File: src/rtl/mc_pkg.sv
// Shared encodings for the multi-cycle MIPS controller, datapath and immediate extender.
// FSM state codes, opcode/funct constants, datapath select values and the decode class bundle.
package mc_pkg;

  typedef enum logic [2:0] {
    StReset  = 3'd0,
    StFetch  = 3'd1,
    StDecode = 3'd2,
    StExec   = 3'd3,
    StMem    = 3'd4,
    StWb     = 3'd5
  } state_e;

  localparam logic [5:0] OpR    = 6'b000000;
  localparam logic [5:0] OpOri  = 6'b001101;
  localparam logic [5:0] OpLw   = 6'b100011;
  localparam logic [5:0] OpSw   = 6'b101011;
  localparam logic [5:0] OpBeq  = 6'b000100;
  localparam logic [5:0] OpLui  = 6'b001111;
  localparam logic [5:0] OpJ    = 6'b000010;
  localparam logic [5:0] OpJal  = 6'b000011;

  localparam logic [5:0] FnSll  = 6'b000000;
  localparam logic [5:0] FnAddu = 6'b100001;
  localparam logic [5:0] FnSubu = 6'b100011;
  localparam logic [5:0] FnJr   = 6'b001000;

  localparam logic [1:0] ExtSign  = 2'b00;
  localparam logic [1:0] ExtZero  = 2'b01;
  localparam logic [1:0] ExtUpper = 2'b10;

  localparam logic [2:0] AluAdd   = 3'b000;
  localparam logic [2:0] AluSub   = 3'b001;
  localparam logic [2:0] AluOr    = 3'b010;
  localparam logic [2:0] AluPassB = 3'b011;

  localparam logic [1:0] RegDstRt = 2'b00;
  localparam logic [1:0] RegDstRd = 2'b01;
  localparam logic [1:0] RegDstRa = 2'b10;

  localparam logic [1:0] MtrAlu = 2'b00;
  localparam logic [1:0] MtrMem = 2'b01;
  localparam logic [1:0] MtrPc4 = 2'b10;

  localparam logic [1:0] NpcSeq    = 2'b00;
  localparam logic [1:0] NpcBranch = 2'b01;
  localparam logic [1:0] NpcJump   = 2'b10;
  localparam logic [1:0] NpcReg    = 2'b11;

  // One bit per supported instruction; at most one is set, none for an illegal encoding.
  typedef struct packed {
    logic addu;
    logic subu;
    logic jr;
    logic nop;
    logic ori;
    logic lw;
    logic sw;
    logic beq;
    logic lui;
    logic j;
    logic jal;
  } instr_cls_t;

  function automatic logic cls_is_rtype(instr_cls_t c);
    return c.addu | c.subu;
  endfunction

endpackage

File: src/rtl/mc_decode.sv
// Combinational instruction classifier: opcode/funct to a one-hot class plus an illegal flag.
module mc_decode
  import mc_pkg::*;
(
  input  logic [5:0] opcode,
  input  logic [5:0] funct,
  output instr_cls_t cls,
  output logic       illegal
);

  always_comb begin
    cls     = '0;
    illegal = 1'b0;
    unique case (opcode)
      OpR: begin
        unique case (funct)
          FnAddu:  cls.addu = 1'b1;
          FnSubu:  cls.subu = 1'b1;
          FnJr:    cls.jr   = 1'b1;
          // Only the all-zero sll (nop) is supported; shift amount is not seen here.
          FnSll:   cls.nop  = 1'b1;
          default: illegal  = 1'b1;
        endcase
      end
      OpOri:   cls.ori = 1'b1;
      OpLw:    cls.lw  = 1'b1;
      OpSw:    cls.sw  = 1'b1;
      OpBeq:   cls.beq = 1'b1;
      OpLui:   cls.lui = 1'b1;
      OpJ:     cls.j   = 1'b1;
      OpJal:   cls.jal = 1'b1;
      default: illegal = 1'b1;
    endcase
  end

endmodule

File: src/rtl/mc_ctrl.sv
// Multi-cycle control FSM for the single-issue MIPS core (fetch/decode/exec/mem/writeback).
// Define MC_CTRL_PERF_EN to add the cycle_cnt and retire_cnt performance counters.
module mc_ctrl
  import mc_pkg::*;
#(
  parameter logic [31:0] RESET_PC = 32'h0000_3000
) (
  input  logic        clk,
  input  logic        rst_n,
  input  logic [5:0]  opcode,
  input  logic [5:0]  funct,
  input  logic        zero,
  input  logic        mem_ready,
  output logic        mem_req,
  output logic        mem_we,
  output logic        pc_wr,
  output logic        ir_wr,
  output logic        reg_wr,
  output logic [1:0]  ext_op,
  output logic        alu_src,
  output logic [2:0]  alu_op,
  output logic [1:0]  reg_dst,
  output logic [1:0]  mem_to_reg,
  output logic [1:0]  npc_op,
  output logic [31:0] pc_init,
  output logic        illegal,
  output logic [2:0]  state
`ifdef MC_CTRL_PERF_EN
  ,
  output logic [31:0] cycle_cnt,
  output logic [31:0] retire_cnt
`endif
);

  state_e     state_q, state_d;
  instr_cls_t cls;
  logic       dec_illegal;
  logic       ends_in_decode;
  logic       goes_mem;
  logic       goes_wb;

  mc_decode u_decode (
    .opcode  (opcode),
    .funct   (funct),
    .cls     (cls),
    .illegal (dec_illegal)
  );

  assign ends_in_decode = cls.j | cls.jal | cls.jr | cls.nop | dec_illegal;
  assign goes_mem       = cls.lw | cls.sw;
  assign goes_wb        = cls_is_rtype(cls) | cls.ori | cls.lui;

  always_comb begin
    state_d = state_q;
    unique case (state_q)
      StReset:  state_d = StFetch;
      StFetch:  if (mem_ready) state_d = StDecode;
      StDecode: state_d = ends_in_decode ? StFetch : StExec;
      StExec: begin
        if (goes_mem)     state_d = StMem;
        else if (goes_wb) state_d = StWb;
        else              state_d = StFetch;
      end
      StMem:    if (mem_ready) state_d = cls.lw ? StWb : StFetch;
      StWb:     state_d = StFetch;
      default:  state_d = StReset;
    endcase
  end

`ifdef MC_CTRL_PERF_EN
  logic [31:0] cycle_cnt_q;
  logic [31:0] retire_cnt_q;
  logic        retire;

  // An instruction retires when any post-fetch state hands control back to FETCH.
  assign retire = (state_q != StReset) && (state_q != StFetch) && (state_d == StFetch);
`endif

  always_ff @(posedge clk or negedge rst_n) begin
    if (!rst_n) begin
      state_q <= StReset;
`ifdef MC_CTRL_PERF_EN
      cycle_cnt_q  <= '0;
      retire_cnt_q <= '0;
`endif
    end else begin
      state_q <= state_d;
`ifdef MC_CTRL_PERF_EN
      if (state_q != StReset) cycle_cnt_q <= cycle_cnt_q + 32'd1;
      if (retire)             retire_cnt_q <= retire_cnt_q + 32'd1;
`endif
    end
  end

  always_comb begin
    mem_req    = 1'b0;
    mem_we     = 1'b0;
    pc_wr      = 1'b0;
    ir_wr      = 1'b0;
    reg_wr     = 1'b0;
    ext_op     = ExtSign;
    alu_src    = 1'b0;
    alu_op     = AluAdd;
    reg_dst    = RegDstRt;
    mem_to_reg = MtrAlu;
    npc_op     = NpcSeq;
    illegal    = 1'b0;

    // ALU selects stay valid from EXEC through WB so the datapath needs no result latch.
    if (state_q inside {StExec, StMem, StWb}) begin
      if (cls.subu | cls.beq) alu_op = AluSub;
      if (cls.ori) begin
        ext_op  = ExtZero;
        alu_src = 1'b1;
        alu_op  = AluOr;
      end
      if (cls.lui) begin
        ext_op  = ExtUpper;
        alu_src = 1'b1;
        alu_op  = AluPassB;
      end
      if (goes_mem) alu_src = 1'b1;
    end

    unique case (state_q)
      StFetch: begin
        mem_req = 1'b1;
        if (mem_ready) begin
          ir_wr = 1'b1;
          pc_wr = 1'b1;
        end
      end
      StDecode: begin
        illegal = dec_illegal;
        if (cls.j | cls.jal) begin
          pc_wr  = 1'b1;
          npc_op = NpcJump;
        end
        if (cls.jal) begin
          reg_wr     = 1'b1;
          reg_dst    = RegDstRa;
          mem_to_reg = MtrPc4;
        end
        if (cls.jr) begin
          pc_wr  = 1'b1;
          npc_op = NpcReg;
        end
      end
      StExec: begin
        if (cls.beq) begin
          pc_wr  = zero;
          npc_op = NpcBranch;
        end
      end
      StMem: begin
        mem_req = 1'b1;
        mem_we  = cls.sw;
      end
      StWb: begin
        reg_wr = 1'b1;
        if (cls_is_rtype(cls)) reg_dst = RegDstRd;
        if (cls.lw)            mem_to_reg = MtrMem;
      end
      default: ;
    endcase
  end

  assign state   = state_q;
  assign pc_init = RESET_PC;

`ifdef MC_CTRL_PERF_EN
  assign cycle_cnt  = cycle_cnt_q;
  assign retire_cnt = retire_cnt_q;
`endif

endmodule

File: config.mk
export PLATFORM = sky130hd
export DESIGN_NAME = mc_ctrl
export DESIGN_NICKNAME = d
export VERILOG_FILES = /design/src/rtl/mc_pkg.sv /design/src/rtl/mc_decode.sv /design/src/rtl/mc_ctrl.sv
export SDC_FILE = /design/constraint.sdc
export NUM_CORES = 1
export LEC_CHECK = 0
export ABC_AREA = 0
export CORE_AREA = 2 2 54 56
export CTS_CLUSTER_SIZE = 24
export DETAILED_ROUTE_END_ITERATION = 8
export DIE_AREA = 0 0 56 58
export PLACE_DENSITY = 0.85
export SLEW_MARGIN = 20
export SYNTH_ARGS = -nofsm -noshare
export SYNTH_HDL_FRONTEND = slang
export SYNTH_SLANG_ARGS = --single-unit
File: constraint.sdc
create_clock -name clk -period 2.35 [get_ports clk]
set_input_delay 0.3525 -clock clk [delete_from_list [all_inputs] [get_ports clk]]
set_output_delay 0.3525 -clock clk [all_outputs]
set_load 0.03 [all_outputs]
==> results.py <==
metrics = {
    "run_status": {
        "status": "completed",
    },
    "yosys": {
        "synthArstFlopShare_pct": 100.0,
        "synth_edf_count": 0,
        "synthTopCellsByArea": "buf_4, dfrtp_1, nor3_1",
        "yosysUniqueCellTypes": 39,
        "seq_area_frac_synth_pct": 9.105,
        "yosysMostFrequentCell": "buf_4",
        "synth_top_cell_area_share_pct": 33.69,
        "ys_warn_count": 0,
        "ys_ff_latch": 3,
        "synth_common_cells": "buf_4, nor3_1, inv_1, nand2_1",
        "synthFlopType": "dfrtp_1",
        "synth_area_per_cell_um2": 7.047,
        "yosys.area.top_type": "buf_4",
        "synth_cells": 117,
        "netlist_area_um2": 824.5,
    },
    "drt": {
        "via_per_inst": 4.503,
        "met3_length_um": 155,
        "num_vias": 851,
        "dr.pass1.iters": 4,
        "routed.top_layer": "met4",
        "drt_wl_total_um": 1910,
        "drc": 0,
        "drt-initial-drc-count": 7,
        "met1_length_um": 788,
        "route.met2.wl_um": 939,
        "postRouteAntennaNets": 0,
        "wl_per_cell_um": 10.11,
    },
    "place": {
        "placed_area_mm2": 0.001094,
        "dpl.hpwl_um": 1602,
        "post-place-ws_ps": -126.5,
        "gp_congestion": 0.8366,
        "io_buffers": 35,
    },
    "grt": {
        "grt_usage_pct": 11.56,
        "overflow": 0,
        "grt_pass1_vias": 751,
        "grt_pass1_wl_um": 3063,
        "antenna_found_initial": 0,
        "grt_max_degree": 13,
    },
    "final_layout": {
        "largest_register_ffs": 3,
        "nFillCells": 297,
        "post-route-util_pct": 43.56,
        "antenna_cells": 0,
        "fin_nets": 175,
        "synthToLayoutAreaGrowth_pct": 40.67,
        "drive_gt1_share_pct": 27.22,
        "fin_area_mm2": 0.001160,
    },
    "clocking": {
        "htree_num_levels": 1,
        "cts_buffers": 3,
        "root_buffer": "clkbuf_4",
        "ctsHoldBuffers": 0,
        "postCtsSetupRepairBufs": 0,
        "cts.sinks": 3,
        "clkSlewWorstSetupHoldPaths_ps": 40,
        "cts_buffer_depth": 2,
        "cts_tree": "yes",
        "clock_latency_ps": 240,
    },
    "worst_setup_path": {
        "worstSetupPathType": "input port to output pin",
        "cp_slowest_cell": "or4_4",
        "startpoint_type": "input port",
        "path_cells": "dlygate4sd2_1 > or4_4 > or2_4 > nor3_2 > or2_1 > buf_6",
        "worst_setup_path_end_kind": "output pin",
        "arrival_ps": 1870,
        "required_ps": 2000,
        "crit_family": "simple AND/OR/NAND/NOR gates",
        "cp_max_fo": 3,
        "path_buf_inv": 2,
        "cpPeakStageDelay_ps": 570,
    },
    "sta": {
        "fin_skew_ps": 5.252,
        "grt_setup_unrepaired": "false",
        "slew_viol_final": 0,
        "timing.hold.ws_ps": 289.1,
        "fmax_ghz": 0.4498,
        "finalHoldViolations": 0,
        "fin_crit_sh_pct": 94.59,
        "setup_viol": 0,
        "period_needed_ps": 2223,
        "setup_ws_ps": 127.0,
    },
    "power": {
        "p_comb_share_pct": 59.6,
        "ir_worst_vdd_mv": 0.2162,
        "power.share.clock_pct": 23.4,
        "seq_power_share_pct": 17.0,
        "p_leak_uw": 0.0005362,
        "p_int_uw": 202.2,
        "powerDensity_mw_per_mm2": 350.6,
        "switching_share_pct": 50.27,
        "power_switching_uw": 204.4,
    },
    "die": {
        "start_util_pct": 30.97,
        "die_area_mm2": 0.003248,
        "core_area_mm2": 0.002663,
        "rows": 19,
        "die_h_um": 58,
        "die_w_um": 56,
        "pin_count": 69,
    },
    "hold_path": {
        "hold_path.class": "input port to asynchronous set/reset pin",
    },
    "run": {
        "drv_cap": 0,
    },
}
## worst paths after layout
kind | end | start | slack [ps] | cells after the start
min in group clk | state[0] | state[2] | 660 | 1
min | state[1] | rst_n | 290 | 1
min reg2reg | state[0] | state[2] | 660 | 1
max in group asynchronous | state[0] | rst_n | 1920 | 1
max reg2reg | state[1] | state[1] | 1100 | 4
max | npc_op[0] | opcode[3] | 130 | 6
## layout make-up
type | count | area, µm² | share of cell area [%]
well taps | 31 | 38.79 | 3.344
repair buffers | 45 | 399.1 | 34.41
flip-flops and latches | 3 | 75.07 | 6.473
clock buffers | 4 | 26.28 | 2.265
multi-input cells | 100 | 598.1 | 51.56
inverters | 6 | 22.52 | 1.942
## power groups by stage
stage / sequential (µW) / clock [µW] / combinational, µW
floorplan: 72.4 / 0 / 204
global placement: 68.9 / 0 / 238
detailed placement: 69.3 / 0 / 240
CTS: 68.7 / 101 / 241
global route: 71.3 / 101 / 259
finish: 69.0 / 95.2 / 242
## what timing repair did
item / 4_1_cts / 5_1_grt
gates resized for setup: 7 / 5
pin swaps: 6 / 4
setup endpoints to repair: 4 / 6
## cells by family (layout without fill, tap and decap cells)
family | Yosys count | in the layout | share of synthesized area, %
AND/OR/NAND/NOR | 45 | 45 | 32.78
buffers and inverters | 45 | 55 | 38.24
AO/OA/AOI/OAI | 21 | 21 | 17.91
flip-flops | 3 | 3 | 9.104
other | 2 | 33 | 0.9108
XOR/XNOR | 1 | 1 | 1.062
## layer usage
metal / GRT usage (%) / up-vias
li1: - / 421
met1: 13.72 / 382
met2: 20.84 / 46
met3: 0.8929 / 2
met4: 6.122 / 0
met5: 0 / -
## through the flow
step / instances / TNS [ps] / total power (µW)
finish: 189 / 0 / 406.6
detailed placement: 185 / -456.0 / 309.2
global placement: 185 / -425.6 / 307.2
floorplan: 148 / -60.45 / 276.5
global route: 189 / 0 / 430.7
CTS: 189 / 0 / 410.0
## worst reg2reg max path, delay by kind of cell (launching register included)
family	cells	cell delay, ps
compound gates	1	80
simple gates	2	570
buf+inv	1	80
flops	1	430
## placed cells by master (no fill, tap or decap), types with 2 or more instances in the layout
cell / n
nand2b_1: 2
dlygate4sd2_1: 2
and2_1: 2
o31ai_1: 2
nand4_1: 2
o21a_1: 2
dlymetal6s2s_1: 2
inv_1: 6
nor3_1: 4
buf_4: 23
nor2_1: 5
conb_1: 33
o21ai_0: 5
a2bb2oi_1: 2
dfrtp_1: 3
buf_6: 3
nor2b_1: 2
nor3_2: 4
a31oi_1: 2
nand3b_1: 3
nand3_1: 2
clkbuf_4: 3
clkdlybuf4s50_1: 15
or2_2: 2
nand2_1: 6
No activity file was read; power rests on OpenSTA's default activity.
